`src/rtl/mole_game_pkg.sv`:
```
// Shared types and constants for the whack-a-mole game sequencer.
//   game_state_t  : controller states
//   DEF_*         : default timing / miss-limit values for the controller
//   LFSR_TAP_MASK : taps 16,14,13,11 of the right-shifting 16-bit Fibonacci LFSR
//   lfsr_feedback : feedback bit for the next LFSR state
package mole_game_pkg;

    typedef enum logic [1:0] {
        IDLE      = 2'd0,
        GAP       = 2'd1,
        LIT       = 2'd2,
        GAME_OVER = 2'd3
    } game_state_t;

    localparam int DEF_MOLE_CYCLES = 50_000_000;
    localparam int DEF_GAP_CYCLES  = 12_500_000;
    localparam int DEF_MAX_MISSES  = 3;

    // Bit 0 is tap 16, so taps 16,14,13,11 land on bits 0,2,3,5.
    localparam logic [15:0] LFSR_TAP_MASK = 16'h002D;

    function automatic logic lfsr_feedback(input logic [15:0] state_in);
        return ^(state_in & LFSR_TAP_MASK);
    endfunction

endpackage

```
`src/rtl/lfsr16.sv`:
```
// 16-bit Fibonacci LFSR, shifting right with feedback entering bit 15.
// Ports:
//   clk   : clock
//   rst_n : asynchronous active-low reset, loads SEED
//   en    : advance one step per cycle while high
//   state : current LFSR contents
import mole_game_pkg::*;

module lfsr16 #(
    parameter logic [15:0] SEED = 16'hACE1
) (
    input  logic        clk,
    input  logic        rst_n,
    input  logic        en,
    output logic [15:0] state
);

    logic [15:0] state_r;

    // Shift register update; SEED must be non-zero or the sequence locks up.
    always_ff @(posedge clk or negedge rst_n) begin
        if (!rst_n) begin
            state_r <= SEED;
        end else if (en) begin
            state_r <= {lfsr_feedback(state_r), state_r[15:1]};
        end else begin
            state_r <= state_r;
        end
    end

    assign state = state_r;

endmodule

```
`src/rtl/mole_game_ctrl.sv`:
```
// Whack-a-mole game sequencer.
// Picks a mole from an LFSR (never the same as the previous one), lights it
// for MOLE_CYCLES, then leaves GAP_CYCLES dark. A rising edge on the lit
// mole's button is a hit; a timeout is a miss. MAX_MISSES misses end the game.
// Ports:
//   clk, rst_n    : clock, asynchronous active-low reset
//   start         : level; begins a game from IDLE or GAME_OVER
//   buttons       : debounced active-high player buttons
//   mole_onehot   : lit mole (one-hot) or zero
//   mole_hit      : one-cycle pulse per hit (score increment)
//   score_restart : one-cycle pulse when a game starts (score clear)
//   misses        : misses in the current game
//   game_over     : high while the game has ended
import mole_game_pkg::*;

module mole_game_ctrl #(
    parameter int          NUM_MOLES   = 4,
    parameter int          MOLE_CYCLES = DEF_MOLE_CYCLES,
    parameter int          GAP_CYCLES  = DEF_GAP_CYCLES,
    parameter int          MAX_MISSES  = DEF_MAX_MISSES,
    parameter logic [15:0] LFSR_SEED   = 16'hACE1
) (
    input  logic                 clk,
    input  logic                 rst_n,
    input  logic                 start,
    input  logic [NUM_MOLES-1:0] buttons,
    output logic [NUM_MOLES-1:0] mole_onehot,
    output logic                 mole_hit,
    output logic                 score_restart,
    output logic [3:0]           misses,
    output logic                 game_over
);

    localparam int IDX_W   = $clog2(NUM_MOLES);
    localparam int TMR_MAX = (MOLE_CYCLES > GAP_CYCLES) ? MOLE_CYCLES : GAP_CYCLES;
    localparam int TMR_W   = $clog2(TMR_MAX);

    localparam logic [TMR_W-1:0]     MOLE_LOAD  = TMR_W'(MOLE_CYCLES - 1);
    localparam logic [TMR_W-1:0]     GAP_LOAD   = TMR_W'(GAP_CYCLES - 1);
    localparam logic [TMR_W-1:0]     TMR_ONE    = TMR_W'(1);
    localparam logic [TMR_W-1:0]     TMR_ZERO   = TMR_W'(0);
    localparam logic [IDX_W-1:0]     IDX_ONE    = IDX_W'(1);
    localparam logic [NUM_MOLES-1:0] ONE_MOLE   = NUM_MOLES'(1);
    localparam logic [NUM_MOLES-1:0] NO_MOLE    = NUM_MOLES'(0);
    localparam logic [3:0]           MISS_LIMIT = 4'(MAX_MISSES);

    game_state_t          state_r;
    logic [TMR_W-1:0]     timer_r;
    logic [IDX_W-1:0]     prev_idx_r;
    logic [NUM_MOLES-1:0] buttons_q_r;
    logic [NUM_MOLES-1:0] mole_onehot_r;
    logic                 mole_hit_r;
    logic                 score_restart_r;
    logic                 game_over_r;
    logic [3:0]           misses_r;

    logic [15:0]          lfsr_s;
    logic                 lfsr_unused_s;
    logic [NUM_MOLES-1:0] edge_s;
    logic [IDX_W-1:0]     idx_raw_s;
    logic [IDX_W-1:0]     idx_next_s;
    logic [3:0]           misses_inc_s;
    logic                 hit_s;
    logic                 timer_zero_s;

    // Free-running: advancing in every state lets player timing perturb the pick.
    lfsr16 #(
        .SEED (LFSR_SEED)
    ) u_lfsr (
        .clk   (clk),
        .rst_n (rst_n),
        .en    (1'b1),
        .state (lfsr_s)
    );

    // Only the low index bits select a mole; the rest are intentionally dropped.
    assign lfsr_unused_s = ^lfsr_s[15:IDX_W];

    assign edge_s       = buttons & ~buttons_q_r;
    assign idx_raw_s    = lfsr_s[IDX_W-1:0];
    assign hit_s        = edge_s[prev_idx_r];
    assign timer_zero_s = (timer_r == TMR_ZERO);

    // Next mole index: bump past the previous mole so the same one never repeats.
    always_comb begin
        idx_next_s = idx_raw_s;
        if (idx_raw_s == prev_idx_r) begin
            idx_next_s = idx_raw_s + IDX_ONE;
        end else begin
            idx_next_s = idx_raw_s;
        end
    end

    // Saturating miss increment.
    always_comb begin
        misses_inc_s = misses_r;
        if (misses_r >= MISS_LIMIT) begin
            misses_inc_s = misses_r;
        end else begin
            misses_inc_s = misses_r + 4'd1;
        end
    end

    // Button history; reset to all ones so buttons held through reset give no edge.
    always_ff @(posedge clk or negedge rst_n) begin
        if (!rst_n) begin
            buttons_q_r <= {NUM_MOLES{1'b1}};
        end else begin
            buttons_q_r <= buttons;
        end
    end

    // Game sequencing FSM with all outputs registered.
    always_ff @(posedge clk or negedge rst_n) begin
        if (!rst_n) begin
            state_r         <= IDLE;
            timer_r         <= TMR_ZERO;
            prev_idx_r      <= IDX_W'(0);
            mole_onehot_r   <= NO_MOLE;
            mole_hit_r      <= 1'b0;
            score_restart_r <= 1'b0;
            misses_r        <= 4'd0;
            game_over_r     <= 1'b0;
        end else begin
            mole_hit_r      <= 1'b0;
            score_restart_r <= 1'b0;
            case (state_r)
                IDLE, GAME_OVER: begin
                    if (start) begin
                        state_r         <= GAP;
                        score_restart_r <= 1'b1;
                        misses_r        <= 4'd0;
                        game_over_r     <= 1'b0;
                        timer_r         <= GAP_LOAD;
                    end
                end
                GAP: begin
                    if (timer_zero_s) begin
                        state_r       <= LIT;
                        mole_onehot_r <= ONE_MOLE << idx_next_s;
                        prev_idx_r    <= idx_next_s;
                        timer_r       <= MOLE_LOAD;
                    end else begin
                        timer_r <= timer_r - TMR_ONE;
                    end
                end
                LIT: begin
                    // A hit on the final lit cycle takes priority over the timeout.
                    if (hit_s) begin
                        state_r       <= GAP;
                        mole_hit_r    <= 1'b1;
                        mole_onehot_r <= NO_MOLE;
                        timer_r       <= GAP_LOAD;
                    end else if (timer_zero_s) begin
                        misses_r      <= misses_inc_s;
                        mole_onehot_r <= NO_MOLE;
                        if (misses_inc_s == MISS_LIMIT) begin
                            state_r     <= GAME_OVER;
                            game_over_r <= 1'b1;
                        end else begin
                            state_r <= GAP;
                            timer_r <= GAP_LOAD;
                        end
                    end else begin
                        timer_r <= timer_r - TMR_ONE;
                    end
                end
                default: begin
                    state_r <= IDLE;
                end
            endcase
        end
    end

    assign mole_onehot   = mole_onehot_r;
    assign mole_hit      = mole_hit_r;
    assign score_restart = score_restart_r;
    assign misses        = misses_r;
    assign game_over     = game_over_r;

endmodule

```
`config.mk`:
```
export PLATFORM = sky130hd
export DESIGN_NAME = mole_game_ctrl
export DESIGN_NICKNAME = d
export VERILOG_FILES = /design/src/rtl/mole_game_pkg.sv /design/src/rtl/lfsr16.sv /design/src/rtl/mole_game_ctrl.sv
export SDC_FILE = /design/constraint.sdc
export NUM_CORES = 1
export LEC_CHECK = 0
export ABC_CLOCK_PERIOD_IN_PS = 6750
export CORE_ASPECT_RATIO = 1.5
export CORE_MARGIN = 5
export CORE_UTILIZATION = 30
export CTS_BUF_LIST = sky130_fd_sc_hd__clkbuf_8
export DETAILED_ROUTE_END_ITERATION = 6
export PLACE_DENSITY_LB_ADDON = 0.12
export SKIP_CTS_REPAIR_TIMING = 1
export SKIP_LAST_GASP = 1
export SLEW_MARGIN = 40
export SYNTH_ARGS = -nofsm -noshare
export SYNTH_HDL_FRONTEND = slang
export SYNTH_HIERARCHICAL = 1
export SYNTH_SLANG_ARGS = --single-unit
```
`constraint.sdc`:
```
create_clock -name clk -period 6.75 [get_ports clk]
set_input_delay 1.35 -clock clk [delete_from_list [all_inputs] [get_ports clk]]
set_output_delay 1.35 -clock clk [all_outputs]
set_load 0.02 [all_outputs]
```
== Word-level counts from Yosys, hierarchy flattened ==
Cells that the tools add are included.

* Bits in registers: 61
* Output and inout port bits: 11

* Add/subtract/negate cells: 3
* Order comparisons: 2
* Eq/ne operators: 12
* Shifts and indexed selects: 1
* Multiplexer cells: 33
* Bitwise logic cells: 2
* Reductions and logical operators: 12

{| class="wikitable"
|+ Operator list
! cell !! count
|-
| 26-bit two-way mux || 5
|-
| 26-bit case mux with 3 select lines || 1
|-
| 4-bit two-way mux || 7
|-
| 26-bit logical NOT || 1
|-
| 26-bit by 1-bit subtractor with 26-bit output (second input constant) || 1
|-
| 4-bit case mux with 2 select lines || 2
|-
| 16-bit XOR reduction || 1
|-
| 2-bit two-way mux || 6
|-
| 2-bit != test (second input constant) || 5
|-
| 1-bit two-way mux || 9
|-
| 2-bit case mux with 3 select lines || 1
|-
| 3-bit AND reduction || 2
|-
| 5-bit AND reduction || 1
|-
| 4-bit by 1-bit adder with 4-bit output (second input constant) || 1
|-
| 4-bit bitwise AND || 1
|-
| 2-bit equality test (second input constant) || 2
|-
| 4-bit by 2-bit equality test with 1-bit output (second input constant) || 1
|-
| 4-bit by 2-bit >= comparator with 1-bit output (second input constant) || 1
|-
| 4-bit != test (second input constant) || 1
|-
| 4-bit NOT || 1
|-
| 2-bit AND reduction || 2
|-
| 4-bit AND reduction || 1
|-
| 2-bit nonzero test || 2
|-
| 1-bit by 2-bit << shifter with 4-bit output (first input constant) || 1
|-
| 9 further kinds || 9
|}

== Logic depth before layout (Yosys ltp) ==
* Word-level depth: 7
* Mapped depth: 10

== By module ==
The synthesis kept the hierarchy.

{| class="wikitable"
|+ Modules (own cells, without submodules)
! module !! times used !! cells an instance !! area an instance (um^2) !! sequential area each (um^2)
|-
| mole_game_ctrl || 1 || 299 || 2,727.6 || 1,131.1
|-
| lfsr16 || 1 || 38 || 675.6 || 410.4
|}

== Worst setup path before layout ==
OpenSTA, ideal clock, no wires.

* Kind: input port to flip-flop
* Start: input port buttons[3]
* End: register timer_r[21]
* Setup time: 0.119 ns
* Data arrival time: 2.944 ns
* Required time: 6.631 ns
* Slack: 3.687 ns
* Stages on the path: 7
* Cells stage by stage: and4b_1 -> nor4_4 -> nor2b_1 -> or3_1 -> buf_2 -> o21a_1 -> o22a_2

* Longest elaborated chain between the ends: 5

{| class="wikitable"
|+ RTL lines
! item !! line !! text
|-
| start: declaration || mole_game_ctrl.sv:26 || <nowiki>input logic [NUM_MOLES-1:0] buttons,</nowiki>
|-
| 4-bit bitwise AND * || mole_game_ctrl.sv:79 || <nowiki>assign edge_s = buttons & ~buttons_q_r;</nowiki>
|-
| 1-bit binary-select mux with 2-bit select * || mole_game_ctrl.sv:81 || <nowiki>assign hit_s = edge_s[prev_idx_r];</nowiki>
|-
| 1-bit two-way mux (implied by the code) * || mole_game_ctrl.sv:81 ||
|-
| 26-bit two-way mux / 4-bit != test (equally long branches) || - ||
|-
| 26-bit case mux with 3 select lines / 2-bit AND reduction (equally long branches) || - ||
|-
| end signal: assignment || mole_game_ctrl.sv:144 || <nowiki>timer_r <= timer_r - TMR_ONE;</nowiki>
|-
| end signal: assignment || mole_game_ctrl.sv:165 || <nowiki>timer_r <= timer_r - TMR_ONE;</nowiki>
|-
| end: declaration || mole_game_ctrl.sv:48 || <nowiki>logic [TMR_W-1:0] timer_r;</nowiki>
|}

Every way passes the cells marked *; elsewhere a longest branch is shown, timed or not. The select of a mux whose other input is x is not followed.
A chain may end at the register's enable or synchronous reset.

== Worst setup path in the final report ==
* Start: input port buttons[0]
* End: register timer_r[22]

The elaborated chain is that of the path after synthesis.

==> summary.txt <==
Placed design
  – Worst slack, placed: 2780 ps
  – Post-DP HPWL: 5650 microns
  – RD Place Congestion: 0.783
  – Placed cells: about 490
  – Port Buffer Count: 17

Final layout
  – Diode count: 0
  – Fin cells: 502
  – Layout cells sized above 1: 0.186
  – Synthesis-to-finish area growth: 12.7%
  – Area of the multi-input gates: 1710 sq um
  – Commonest non-fill, non-tap cell in the layout: dfrtp_1
  – Final net count: around 360
  – Register area: between 1500 and 2000 sq um
  – Most frequent cells in the layout: dfrtp_1 (49), nor2_1 (37), nand2_1 (23)
  – Fill cell count: 1172

Clock tree
  – Clk sinks: 61
  – Clk Latency, worst-skew pair: approximately 350 ps
  – CTS Buf Count: 9
  – Clock transition at path regs: about 80 ps
  – CTS tree: yes
  – H-tree depth: 3
  – Clock root cell: clkbuf_8
  – Maximum clock insertion buffer count: 2

Die
  – Die footprint: 13600 sq um
  – Row count: 47
  – Chip height: 140 microns
  – Io pins: 18
  – Initial core utilization: 0.308
  – Width of the die: a little under 100 microns
  – Core Region: 11100 sq um

Timing
  – Max-slew violations: 0
  – F_max: approximately 0.28 GHz
  – Endpoints failing setup: 0
  – Least-Margin Pin Slew: 749 ps
  – Min Tclk post-route: 3590 ps
  – Fin crit share: 0.531
  – Clock Skews: 11.1 ps
  – Setup TNS: 0 ps
  – Setup WS post-layout: around 3200 ps
  – Slew margin rel.: 0.501
  – Fin. Hold Viols: 0
  – RSZ-0062 raised after global routing: false

Critical path
  – Req. time, crit path: 6970 ps
  – Crit end category: flop
  – CP max stage delay: 530 ps
  – Crit path max-delay family: simple AND/OR/NAND/NOR gates
  – Slowest CP cell: a21oi_4
  – Crit Path Category: in -> reg
  – Crit-path cells: clkdlybuf4s50_1 -> nor4b_1 -> nor4_4 -> and3_1 -> a21oi_4 -> nor2_1 -> or4_1
  – Critical path buffer and inverter count: 1
  – CP arrival: roughly 3800 ps
  – Worst setup SP type: primary input
  – Critical path peak fanout: 20

GRT
  – Total track usage: 0.126
  – Largest net degree at the start of global routing: 39
  – Remaining global-route overflow: 0
  – Initial antenna violation count: 0
  – GR Util met1: 0.149
  – GR Util met2: 0.224
  – Gr busiest metal: met2
  – First-pass GRT wire length: 13900 microns
  – Met3 Resource Use GR: 0.0274
  – Vias in the first global route: 2663

Routing
  – Residual DRC: 0
  – Final WL: 8250 microns
  – DR pass1 iterations: 4
  – DRT antenna net count: 0
  – Vias/cell: approximately 5.2
  – WL/cell: 16.4 microns
  – Initial DRC Count: 106
  – Via count: around 2600

Logic synthesis
  – Post-synthesis mux area share: 0.0743
  – Area leader, netlist: dfrtp_1
  – Post-synthesis sequential area ratio: 0.453
  – Mapped Nets: 350
  – Largest family of logic cells by synthesized area: simple AND/OR/NAND/NOR gates
  – Xor/xnor share of the synthesized area: 0.0129
  – Cell Area, Synth: 3400 sq um
  – Synth top area share: 0.360
  – Adder-cell area share of the yosys netlist: 0.0221
  – Ys async rst share: 1.00
  – Flops & latches, synth: 61
  – Top cells by area, synth: dfrtp_1 (36%), dfstp_2 (9.3%), nor2_1 (4.2%)
  – Syn. warnings: 6
  – Post-Syn Area per Cell: ~10 sq um
  – Post-Syn Instances: 337
  – Synth cell types: 62
  – Compound-Gate Fraction of Synth Area: 0.171
  – Dominant synthesized flop cell: dfrtp_1
  – Post-synthesis simple-gate area fraction: 0.215
  – EDFF count, synth: 0

Power
  – Pwr Total: 0.892 mW
  – LEAKAGE: 1.63 nW
  – Peak supply drop: 0.162 mV
  – Power Density: 232 nW/um^2

Run status
  – Run status: complete, no violations

Run
  – Max-cap violations: 0

Hold path
  – Min-Delay Path Class: reg -> reg
[flip-flops by register name, indices dropped and copies added (netlist names)]
name and flops:
state_r 2, score_restart 1, timer_r 26, mole_hit 1
game_over 1, u_lfsr/state 16, mole_onehot 4, prev_idx_r 2
buttons_q_r 4, misses 4
[area by class of cell]
| cell class | instances | share of cell area |
|---|---|---|
| multi-input cells | 250 | 0.445 |
| well taps | 147 | 0.0479 |
| clock inverters | 7 | 0.0134 |
| clock buffers | 9 | 0.0323 |
| inverters | 8 | 0.00783 |
| repair buffers | 20 | 0.0522 |
| flip-flops and latches | 61 | 0.402 |
[final timing paths]
check                               start          endpoint  slack, ps  cells past startpoint
setup / recovery               buttons[0]       timer_r[22]       3160                      7
hold / removal             mole_onehot[3]    mole_onehot[3]        490                      2
setup reg to reg              timer_r[21]       timer_r[12]       3870                      6
hold reg to reg            mole_onehot[3]    mole_onehot[3]        490                      2
max in group asynchronous           rst_n  u_lfsr/state[10]       5150                      3
min in group asynchronous           rst_n       timer_r[12]       1000                      2
[Yosys cell counts (all sizes together) (3+ instances only)]
cell type,n
o22a,4
clkbuf,7
ha,6
o21a,8
nor4,12
a21o,6
or3,5
buf,11
xnor2,5
dfstp,12
o41ai,4
or4,6
nand2b,4
inv,8
o21ai,13
o32ai,7
nand3,6
a21oi,23
nor3b,3
nor2,38
dfrtp,49
nand2,23
o22ai,4
mux2,18
nor3,19
[worst min-delay path, cell delays in order (launching register included)]
cell     delay, ps
dfrtp_1        360
nand2_1         50
o41ai_1         50
[layer usage]
| layer | wire length, microns | share of wire |
|---|---|---|
| met4 | 146 | 0.018 |
| met5 | 0 | 0 |
| met3 | 212 | 0.026 |
| met1 | 3640 | 0.44 |
| met2 | 4250 | 0.52 |
[metrics by stage]
stage	util	hold slack (ps)	cell area (sq um)
6_report	0.347	489	3840
5_1_grt	0.347	531	3840
4_1_cts	0.347	502	3840
3_5_place_dp	0.331	482	3660
3_3_place_gp	0.328	492	3630
2_1_floorplan	-	475	3400
[report_power, final]
group	total (mW)	switching [mW]	internal [mW]
clock	0.297	0.163	0.134
sequential	0.467	0.0323	0.434
combinational	0.128	0.0483	0.0800
total	0.892	0.243	0.648
[kinds of logic (layout without fill, tap and decap cells)]
kind of cell / count (synthesis) / in the layout
xor+xnor: 5 / 5
mux: 20 / 20
flops: 61 / 61
compound gates: 86 / 86
simple gates: 132 / 132
buf+inv: 26 / 44
other cells: 1 / 1
fa+ha+maj: 6 / 6
Note: power is estimated with default switching activity, not from simulation.
